**src/rtl/if_stage.sv**
```systemverilog
// if_stage: instruction-fetch stage of the 16-bit pipelined processor.
// Holds the PC, drives the instruction-memory address and loads the IF/ID
// pipeline register. Redirects come from decode (jump) and execute (taken
// branch); the hazard unit can stall or flush; a stop in decode halts fetch
// until reset.
// Optional performance counters are built when IF_PERF_CNT_EN is defined.
module if_stage #(
  parameter int unsigned           DATA_WIDTH = 16,
  parameter int unsigned           ADDR_WIDTH = 8,
  parameter int unsigned           IMM8_WIDTH = 8,
  parameter logic [DATA_WIDTH-1:0] NOP_INSTR  = 16'h0000
) (
  input  logic                  clk,
  input  logic                  rst,
  input  logic                  stall_IF_ID_i,
  input  logic                  flush_IF_ID_i,
  input  logic                  Jump_i,
  input  logic [IMM8_WIDTH-1:0] jumpAddr_i,
  input  logic                  BranchTaken_i,
  input  logic [ADDR_WIDTH-1:0] branchAddr_i,
  input  logic                  Stop_i,
  output logic [ADDR_WIDTH-1:0] instruction_mem_addr_o,
  input  logic [DATA_WIDTH-1:0] instruction_mem_rD_i,
  output logic [ADDR_WIDTH-1:0] PCD_o,
  output logic [DATA_WIDTH-1:0] instruction_D_o,
  output logic                  validD_o,
  output logic                  halted_o,
  output logic [15:0]           fetch_cnt_o,
  output logic [15:0]           bubble_cnt_o
);

  typedef enum logic {FETCH, HALT} state_t;

  state_t                state, state_next;
  logic [ADDR_WIDTH-1:0] pc, pc_next;
  logic                  load_valid;
  logic                  load_bubble;

  assign instruction_mem_addr_o = pc;
  assign halted_o               = (state == HALT);

  // Next-state, next-PC and IF/ID load selection.
  // Branch is tested before stall so a resolved branch is never lost;
  // halting is decided independently of the PC priority chain.
  always_comb begin
    state_next  = state;
    pc_next     = pc;
    load_valid  = 1'b0;
    load_bubble = 1'b0;
    case (state)
      FETCH: begin
        if (Stop_i && !BranchTaken_i && !stall_IF_ID_i) begin
          state_next = HALT;
        end
        if (BranchTaken_i) begin
          pc_next     = branchAddr_i;
          load_bubble = 1'b1;
        end else if (stall_IF_ID_i) begin
          pc_next = pc;
        end else if (Jump_i) begin
          pc_next     = ADDR_WIDTH'(jumpAddr_i);
          load_bubble = 1'b1;
        end else if (Stop_i) begin
          pc_next     = pc;
          load_bubble = 1'b1;
        end else begin
          pc_next    = pc + ADDR_WIDTH'(1);
          load_valid = !flush_IF_ID_i;
          load_bubble = flush_IF_ID_i;
        end
      end
      HALT: begin
        load_bubble = 1'b1;
      end
      default: begin
        state_next = FETCH;
      end
    endcase
  end

  // State and program-counter registers.
  always_ff @(posedge clk or negedge rst) begin
    if (!rst) begin
      state <= FETCH;
      pc    <= '0;
    end else begin
      state <= state_next;
      pc    <= pc_next;
    end
  end

  // IF/ID pipeline register; holds when neither a valid nor a bubble load occurs.
  always_ff @(posedge clk or negedge rst) begin
    if (!rst) begin
      PCD_o           <= '0;
      instruction_D_o <= NOP_INSTR;
      validD_o        <= 1'b0;
    end else if (load_valid) begin
      PCD_o           <= pc;
      instruction_D_o <= instruction_mem_rD_i;
      validD_o        <= 1'b1;
    end else if (load_bubble) begin
      PCD_o           <= '0;
      instruction_D_o <= NOP_INSTR;
      validD_o        <= 1'b0;
    end
  end

`ifdef IF_PERF_CNT_EN
  logic [15:0] fetch_cnt, bubble_cnt;

  // Saturating counters of valid and bubble IF/ID loads.
  always_ff @(posedge clk or negedge rst) begin
    if (!rst) begin
      fetch_cnt  <= '0;
      bubble_cnt <= '0;
    end else begin
      if (load_valid && (fetch_cnt != '1)) begin
        fetch_cnt <= fetch_cnt + 16'd1;
      end
      if (load_bubble && (bubble_cnt != '1)) begin
        bubble_cnt <= bubble_cnt + 16'd1;
      end
    end
  end

  assign fetch_cnt_o  = fetch_cnt;
  assign bubble_cnt_o = bubble_cnt;
`else
  assign fetch_cnt_o  = '0;
  assign bubble_cnt_o = '0;
`endif

endmodule

```
**config.mk**
```make
export PLATFORM = sky130hd
export DESIGN_NAME = if_stage
export DESIGN_NICKNAME = d
export VERILOG_FILES = /design/src/rtl/if_stage.sv
export SDC_FILE = /design/constraint.sdc
export NUM_CORES = 1
export LEC_CHECK = 0
export CELL_PAD_IN_SITES_DETAIL_PLACEMENT = 1
export CELL_PAD_IN_SITES_GLOBAL_PLACEMENT = 2
export CORE_MARGIN = 2
export CORE_UTILIZATION = 24
export CTS_BUF_LIST = sky130_fd_sc_hd__clkbuf_4 sky130_fd_sc_hd__clkbuf_8
export CTS_CLUSTER_DIAMETER = 30
export DETAILED_ROUTE_END_ITERATION = 6
export PLACE_DENSITY_LB_ADDON = 0.1
export SLEW_MARGIN = 10
export SYNTH_ARGS = -nofsm -noshare
export SYNTH_HDL_FRONTEND = slang
export SYNTH_SLANG_ARGS = --single-unit
```
**constraint.sdc**
```tcl
create_clock -name clk -period 2.2 [get_ports clk]
set_input_delay 0.33 -clock clk [delete_from_list [all_inputs] [get_ports clk]]
set_output_delay 0.33 -clock clk [all_outputs]
set_load 0.01 [all_outputs]
```
# Word-level counts from Yosys, hierarchy flattened

Index checks and enable logic that the tools add are counted.

Register bits: 34
Logic and storage cells: 38

Add/subtract/negate cells: 1
Equality and inequality tests: 2
Mux-type cells: 22
Bitwise logic cells: 1
Reduce and logical (&&, ||, !) cells: 7

Operators with widths:

| operator                                              | count |
|---|---|
| two-way mux 8 bit                                     | 6 |
| two-way mux 16 bit                                    | 2 |
| two-way mux 1 bit                                     | 13 |
| adder 8 x 1 -> 8 bit, second input constant           | 1 |
| zero test 1 bit                                       | 3 |
| inequality test 3 bit, second input constant          | 1 |
| AND reduction 3 bit                                   | 1 |
| logical AND 1 bit                                     | 2 |
| inequality test 2 x 1 -> 1 bit, second input constant | 1 |
| one-hot mux 1 bit (2 select lines)                    | 1 |
| nonzero test 2 bit                                    | 1 |
| inverter 1 bit                                        | 1 |

# Depth between registers and ports, before layout

Gate-level depths: netlist of run 1.

Word-level depth: 7
Depth in mapped cells: 6

# Worst setup path after synthesis of run 1

No wires, ideal clock.

Kind: register to register
Start point: reg pc[0] (netlist: instruction_mem_addr_o[0])
End point: reg pc[6] (netlist: instruction_mem_addr_o[6])
Setup time: 0.080 ns
Data arrival time: 1.519 ns
Data required time: 2.120 ns
Path slack: 0.601 ns
Cell stages (with the launch flop): 6
Buffers on the path: 0
Period minus slack after synthesis: 1.599 ns
Path through: dfrtp_1 > ha_1 > nand3_1 > or3_1 > a311o_1 > a2bb2oi_1

Word-level cells in the longest chain between the ends: 5

Ends and longest elaborated chain:

| item                   | line | RTL |
|---|---|---|
| start, declared        | 35   | `logic [ADDR_WIDTH-1:0] pc, pc_next;` |
| start signal, assigned | 88   | `pc <= pc_next;` |
| adder 8 x 1 -> 8 bit   | 67   | `pc_next = pc + ADDR_WIDTH'(1);` |
| two-way mux 8 bit      | 63   | `end else if (Stop_i) begin` |
| two-way mux 8 bit      | 60   | `end else if (Jump_i) begin` |
| two-way mux 8 bit      | 58   | `end else if (stall_IF_ID_i) begin` |
| two-way mux 8 bit      | 55   | `if (BranchTaken_i) begin` |

Every way passes these cells. The select of a mux whose other input is x is not followed.
A chain may end at the register's enable or synchronous reset.

# Worst setup path in the final report of run 1

Start point: reg state (netlist: halted_o)
End point: out halted_o

RTL lines:

| item                   | line | RTL |
|---|---|---|
| start, declared        | 34   | `state_t state, state_next;` |
| start signal, assigned | 87   | `state <= state_next;` |
| end, declared          | 27   | `output logic halted_o,` |

No word-level cell between the ends.

==> impl_metrics.yaml, run 1 <==
place:
  gp_congestion: 0.700
  detailed_place_hpwl_um: 3790
  area_post_placement_sq_um: 2520
  dp_slack_ps: 299
  dpl.cell_count: 332
  port_buffers: 72
timing:
  max_freq_ghz: 0.550
  unrepaired_setup_endpoints_after_global_routing: "no"
  setup_violations: 0
  finalHoldWorstSlack_ps: 118
  setup_ws_ps: 383
  final.period_utilization_pct: 82.6
  final.setup.tns_ps: 0
  min_clock_period_post_route_ps: 1820
  clock_skew_ps: 6.34
  timing.final.max_slew_violations: 0
  worst_slew_pin_slew_ps: 760
  timing.slew.headroom_pct: 49.3
  timing_hold_violations_final: 0
setup_path:
  cp_slowest_cell: "clkdlybuf4s50_1"
  critPathMaxFanout: 12
  cpLargestDelayFamily: "buffers and inverters"
  crit_path_end_kind: "output port"
  depth_of_the_worst_register_to_register_path: 5
  worstPathRequired_ps: 1870
  rr_endpoint: "instruction_mem_addr_o[6]"
  timing.critical_path.slowest_cell_delay_ps: 620
  reg2reg_setup_slack_ps: 400
  crit-reg2reg-launch: "instruction_mem_addr_o[0]"
  worst_ep_arrival_time_ps: 1490
  critical_path.startpoint_type: "flip-flop"
  critPathKind: "flip-flop to output port"
  path_cells: "clkdlybuf4s50_1"
  cp.buffers_inverters: 1
final_layout:
  instances_no_fill: 340
  final_cell_area_sq_um: 2630
  layout_commonest_cell: "clkdlybuf4s50_1"
  fin_nets: 280
  areaGrowthSynthToFinish_pct: 48.5
  most-common-layout-cells: "clkdlybuf4s50_1, dfrtp_1, conb_1"
  n_antenna_cell: 0
  ratio_of_cells_with_drive_above_1_in_the_final_layout_pct: 9.96
clock_network:
  clkTransAtPathRegs_ps: 70
  tritoncts_num_sinks: 34
  postCtsSetupRepairBufs: 0
  cts.path.max_buffers: 2
  cts_max_level: 2
  clock_tree_from_tritoncts: "built"
  later_pin_clock_latency_in_the_skew_report_ps: 280
  cts_hold_repair.buffers: 0
  clockRootBuffer: "clkbuf_8"
  number_of_buffers_created_by_cts: 5
  cts_resized: 0
global_route:
  grt_util_all_layers_pct: 12.6
  grt_max_degree: 35
  via_count_of_the_first_global_routing_pass: 1509
  grt_pass1_wl_um: 8210
  antenna_found_initial: 0
  grt_overflow_total: 0
synthesis:
  yosys.area_share.xor_xnor_pct: 1.48
  syn-cell-area_sq_um: 1770
  mux_contribution_to_synthesized_area_pct: 3.67
  synthDistinctLibCells: 31
  synth_top_family_by_area: "compound AO/OA/AOI/OAI gates"
  synth-seq-area-share_pct: 48.0
  synth.yosys.warnings: 0
  yosys_register_bits: 34
  post_synth_inst_count: 162
  post_synthesis_area_per_instance_sq_um: 10.9
  synth_simple_gate_area_share_pct: 7.97
  synth-compound-area-share_pct: 21.5
  synth-adder-area-share_pct: 0.706
power_and_ir_drop:
  intPower_uw: 1320
  power-per-cell-area_nw_per_um2: 727
  total_switching_power_uw: 593
  power.leakage_uw: 0.00116
  part_of_the_power_in_combinational_logic_pct: 26.6
  vdd_ir_drop_max_mv: 0.349
  switching_share_pct: 31.0
  seq_power_share_pct: 44.2
  power_frac_clock_pct: 29.3
drt:
  drt_iter0_markers: 31
  postRouteWirelength_um: 5090
  detail_route.drc_violations: 0
  detail_route.vias_per_cell: 4.25
  antenna_violating_nets_post_route: 0
  firstDrtPassIters: 4
  total_via_count_in_the_routed_design: 1444
  wl_per_cell_um: 15.0
run_status:
  result_of_the_run: "completed"
floorplan:
  dieHeight_um: 90.0
  die_area_sq_um: 8090
  core_rows: 31
  die_width_um: 90.0
  boundaryPins: 105
  start_util_pct: 24.6
  design.core.area_sq_um: 7210
run:
  max_cap_viol_count: 0
worst_hold_path:
  worst_hold_path_type: "primary input to async pin"
==> per-stage QoR <==
stage          power, uW  utilization [%]
6_report            1910             36.5
3_5_place_dp        1380             35.0
3_3_place_gp        1380             35.0
2_1_floorplan       1090                -
4_1_cts             1960             36.5
5_1_grt             2040             36.5
==> worst max-delay path by stage <==
stage,start,end,slack [ps],depth (start not counted)
6_report,halted_o,halted_o,380,1
2_1_floorplan,instruction_mem_addr_o[0],instruction_mem_addr_o[6],600,5
5_1_grt,halted_o,halted_o,250,1
3_3_place_gp,Jump_i,instruction_mem_addr_o[2],310,5
3_5_place_dp,Jump_i,instruction_mem_addr_o[2],300,5
4_1_cts,instruction_mem_addr_o[0],instruction_mem_addr_o[6],340,5
==> per-layer routing <==
metal	up-vias	track usage (%)	share of wire, %
met1	703	16.2	44
li1	676	-	-
met5	-	0	0
met4	0	2.31	0.24
met3	2	5.03	8.7
met2	63	20.5	47
==> power by group through the flow <==
stage / Sequential (uW) / Clock, uW / Combinational (uW)
floorplan: 839 / 0 / 248
CTS: 854 / 586 / 516
global route: 866 / 614 / 559
detailed placement: 867 / 0 / 512
finish: 845 / 560 / 508
global placement: 868 / 0 / 512
==> state kept, by name (all words and copies together), names as in the netlist <==
| name | count |
|---|---|
| halted_o | 1 |
| instruction_D_o | 16 |
| PCD_o | 8 |
| validD_o | 1 |
| instruction_mem_addr_o | 8 |
==> worst reg2reg max path: stages, from the launching register on <==
cell	delay [ps]
dfrtp_1	500
ha_1	240
nand3_1	130
or3_1	340
a311o_1	320
a2bb2oi_1	190
==> kinds of logic (layout without fill, tap and decap cells) <==
group	after synthesis	after routing
adder cells (fa/ha/maj)	1	1
XOR/XNOR	3	3
buffers and inverters	44	92
AND/OR/NAND/NOR	25	25
flip-flops	34	34
multiplexers	6	6
AO/OA/AOI/OAI	48	48
other	1	32
==> cell usage after synthesis <==
library cell,instances,area (sq um)
dfrtp_1,34,851
buf_4,33,248
a22o_1,24,210
o21ai_0,6,30.0
nand2_1,5,18.8
nor2_1,5,18.8
clkbuf_1,4,15.0
inv_1,4,15.0
mux2_2,4,45.0
nand3_1,4,20.0
a211oi_1,3,22.5
a2bb2oi_1,3,26.3
buf_2,3,15.0
nand2b_1,3,18.8
o211ai_1,3,22.5
a21o_1,2,15.0
a21oi_1,2,10.0
a311o_1,2,20.0
mux2i_1,2,20.0
nand3b_1,2,15.0
nor3_2,2,20.0
or3_1,2,12.5
xnor2_1,2,17.5
a2111oi_0,1,8.76
conb_1,1,3.75
ha_1,1,12.5
nand4_2,1,12.5
nor3_1,1,5.00
o21a_1,1,7.51
o31ai_1,1,7.51
xor2_1,1,8.76
==> final cells by class <==
type                       count  area, sq um
clock buffer                   5         68.8
clock inverter                 3         40.0
fill                         846         4580
inverter                       4         15.0
multi-input combinational    115          746
sequential                    34          851
tap                           99          124
timing repair buffer          80          788
Power figures use the tool's default switching activity.
==> inputs of run 2 (changes only) <==
- CORE_UTILIZATION: 24 -> 20
- clock period: 2.2 -> 1.6 ns (I/O delays scaled with it)
==> run 2 against run 1 <==
Register-to-register slack worse by 310 ps. Utilization down 3.3 points. Cell area up 9.3%. Sequential share of layout area down 2.5 points. Critical path depth unchanged. Non-clock buffer count up 24. Clock skew up 3.2 ps. Total power up 48%. Largest cell class is now non-clock buffers. Highest routed layer unchanged.
==> impl_metrics.yaml, run 2 (synthesis gave the netlist of run 1 again) <==
floorplan:
  dieHeight_um: 98.2
  core_rows: 34
  boundaryPins: 105
  design.core.area_sq_um: 8680
  die_width_um: 98.2
  start_util_pct: 20.4
  die_area_sq_um: 9630
global_route:
  grt_util_all_layers_pct: 12.0
  via_count_of_the_first_global_routing_pass: 1627
  antenna_found_initial: 0
  grt_max_degree: 26
  grt_pass1_wl_um: 9080
  grt_overflow_total: 0
clock_network:
  tritoncts_num_sinks: 34
  later_pin_clock_latency_in_the_skew_report_ps: 280
  cts.path.max_buffers: 2
  clockRootBuffer: "clkbuf_8"
  number_of_buffers_created_by_cts: 5
  clock_tree_from_tritoncts: "built"
  clkTransAtPathRegs_ps: 70
  cts_max_level: 2
power_and_ir_drop:
  power.leakage_uw: 0.00131
  power_uw: 2820
  vdd_ir_drop_max_mv: 0.462
  power-per-cell-area_nw_per_um2: 982
setup_path:
  critPathMaxFanout: 6
  worstPathRequired_ps: 1360
  path_cells: "clkdlybuf4s50_1"
  worst_ep_arrival_time_ps: 1300
  cp_slowest_cell: "clkdlybuf4s50_1"
  cp.buffers_inverters: 1
  crit_path_end_kind: "output port"
  timing.critical_path.slowest_cell_delay_ps: 580
  cpLargestDelayFamily: "buffers and inverters"
  critical_path.startpoint_type: "flip-flop"
  critPathKind: "flip-flop to output port"
timing:
  final.setup.tns_ps: 0
  final.period_utilization_pct: 96.4
  clock_skew_ps: 9.57
  min_clock_period_post_route_ps: 1540
  timing.final.max_slew_violations: 0
  max_freq_ghz: 0.648
  setup_violations: 0
  finalHoldWorstSlack_ps: 426
  timing_hold_violations_final: 0
drt:
  detail_route.vias_per_cell: 4.09
  wl_per_cell_um: 15.4
  drt_iter0_markers: 20
  antenna_violating_nets_post_route: 0
  postRouteWirelength_um: 5740
  total_via_count_in_the_routed_design: 1526
  detail_route.drc_violations: 0
  firstDrtPassIters: 3
final_layout:
  final_cell_area_sq_um: 2880
  instances_no_fill: 373
  most-common-layout-cells: "clkdlybuf4s50_1, conb_1, dfrtp_1, buf_4, a22o_1"
  n_antenna_cell: 0
  fin_nets: 304
  registers.top_by_ff_count: "instruction_D_o"
  largest_reg_flops: 16
  ratio_of_cells_with_drive_above_1_in_the_final_layout_pct: 21.5
  areaGrowthSynthToFinish_pct: 62.2
  layout_commonest_cell: "clkdlybuf4s50_1"
place:
  gp_congestion: 0.728
  area_post_placement_sq_um: 2700
  dpl.cell_count: 360
  port_buffers: 72
  detailed_place_hpwl_um: 4230
worst_hold_path:
  worst_hold_path_type: "primary input to async pin"
run_status:
  result_of_the_run: "completed"
run:
  max_cap_viol_count: 0
run 2: final cells by class:
class / instances / area (sq um)
fill: 1006 / 5800
sequential: 34 / 858
clock buffer: 7 / 90.1
inverter: 4 / 15.0
clock inverter: 1 / 5.00
multi-input combinational: 115 / 764
timing repair buffer: 104 / 1010
tap: 108 / 135
run 2: where the power goes:
part	total, uW	switching (uW)	internal [uW]
Clock	676	312	364
Combinational	1040	434	606
Sequential	1110	138	970
run 2: final timing paths:
kind	from	endpoint	slack (ps)	cells after the start
setup reg to reg	instruction_mem_addr_o[0]	instruction_mem_addr_o[6]	90	6
max in group asynchronous	rst	validD_o	720	3
hold reg to reg	validD_o	validD_o	490	1
hold / removal	rst	instruction_mem_addr_o[7]	430	2
setup / recovery	instruction_mem_addr_o[4]	instruction_mem_addr_o[4]	60	1
min in group clk	validD_o	validD_o	490	1
run 2: what timing repair did:
action                                  in CTS  in global routing
pin swaps                                    0                  2
setup buffers                                4                  0
gates resized for setup                      7                 10
hold endpoints to repair                    15                  0
endpoints found under the setup margin       8                  8
hold buffers                                 1                  0
run 2: layer usage:
| layer | routed length [um] | vias up | share of wire, % | GRT usage (%) |
|---|---|---|---|---|
| met2 | 2600 | 64 | 45 | 18.8 |
| met5 | 0 | - | 0 | 0 |
| met4 | 18 | 0 | 0.31 | 2.53 |
| li1 | - | 728 | - | - |
| met1 | 2710 | 732 | 47 | 16.2 |
| met3 | 412 | 2 | 7.2 | 4.29 |
run 2: metrics by stage:
step / setup slack [ps] / util (%)
after floorplan: 1.03 / -
after global placement: -267 / 31.1
after detailed placement: -311 / 31.1
after CTS: 14.5 / 32.8
after global routing: -6.19 / 33.1
final: 57.5 / 33.1
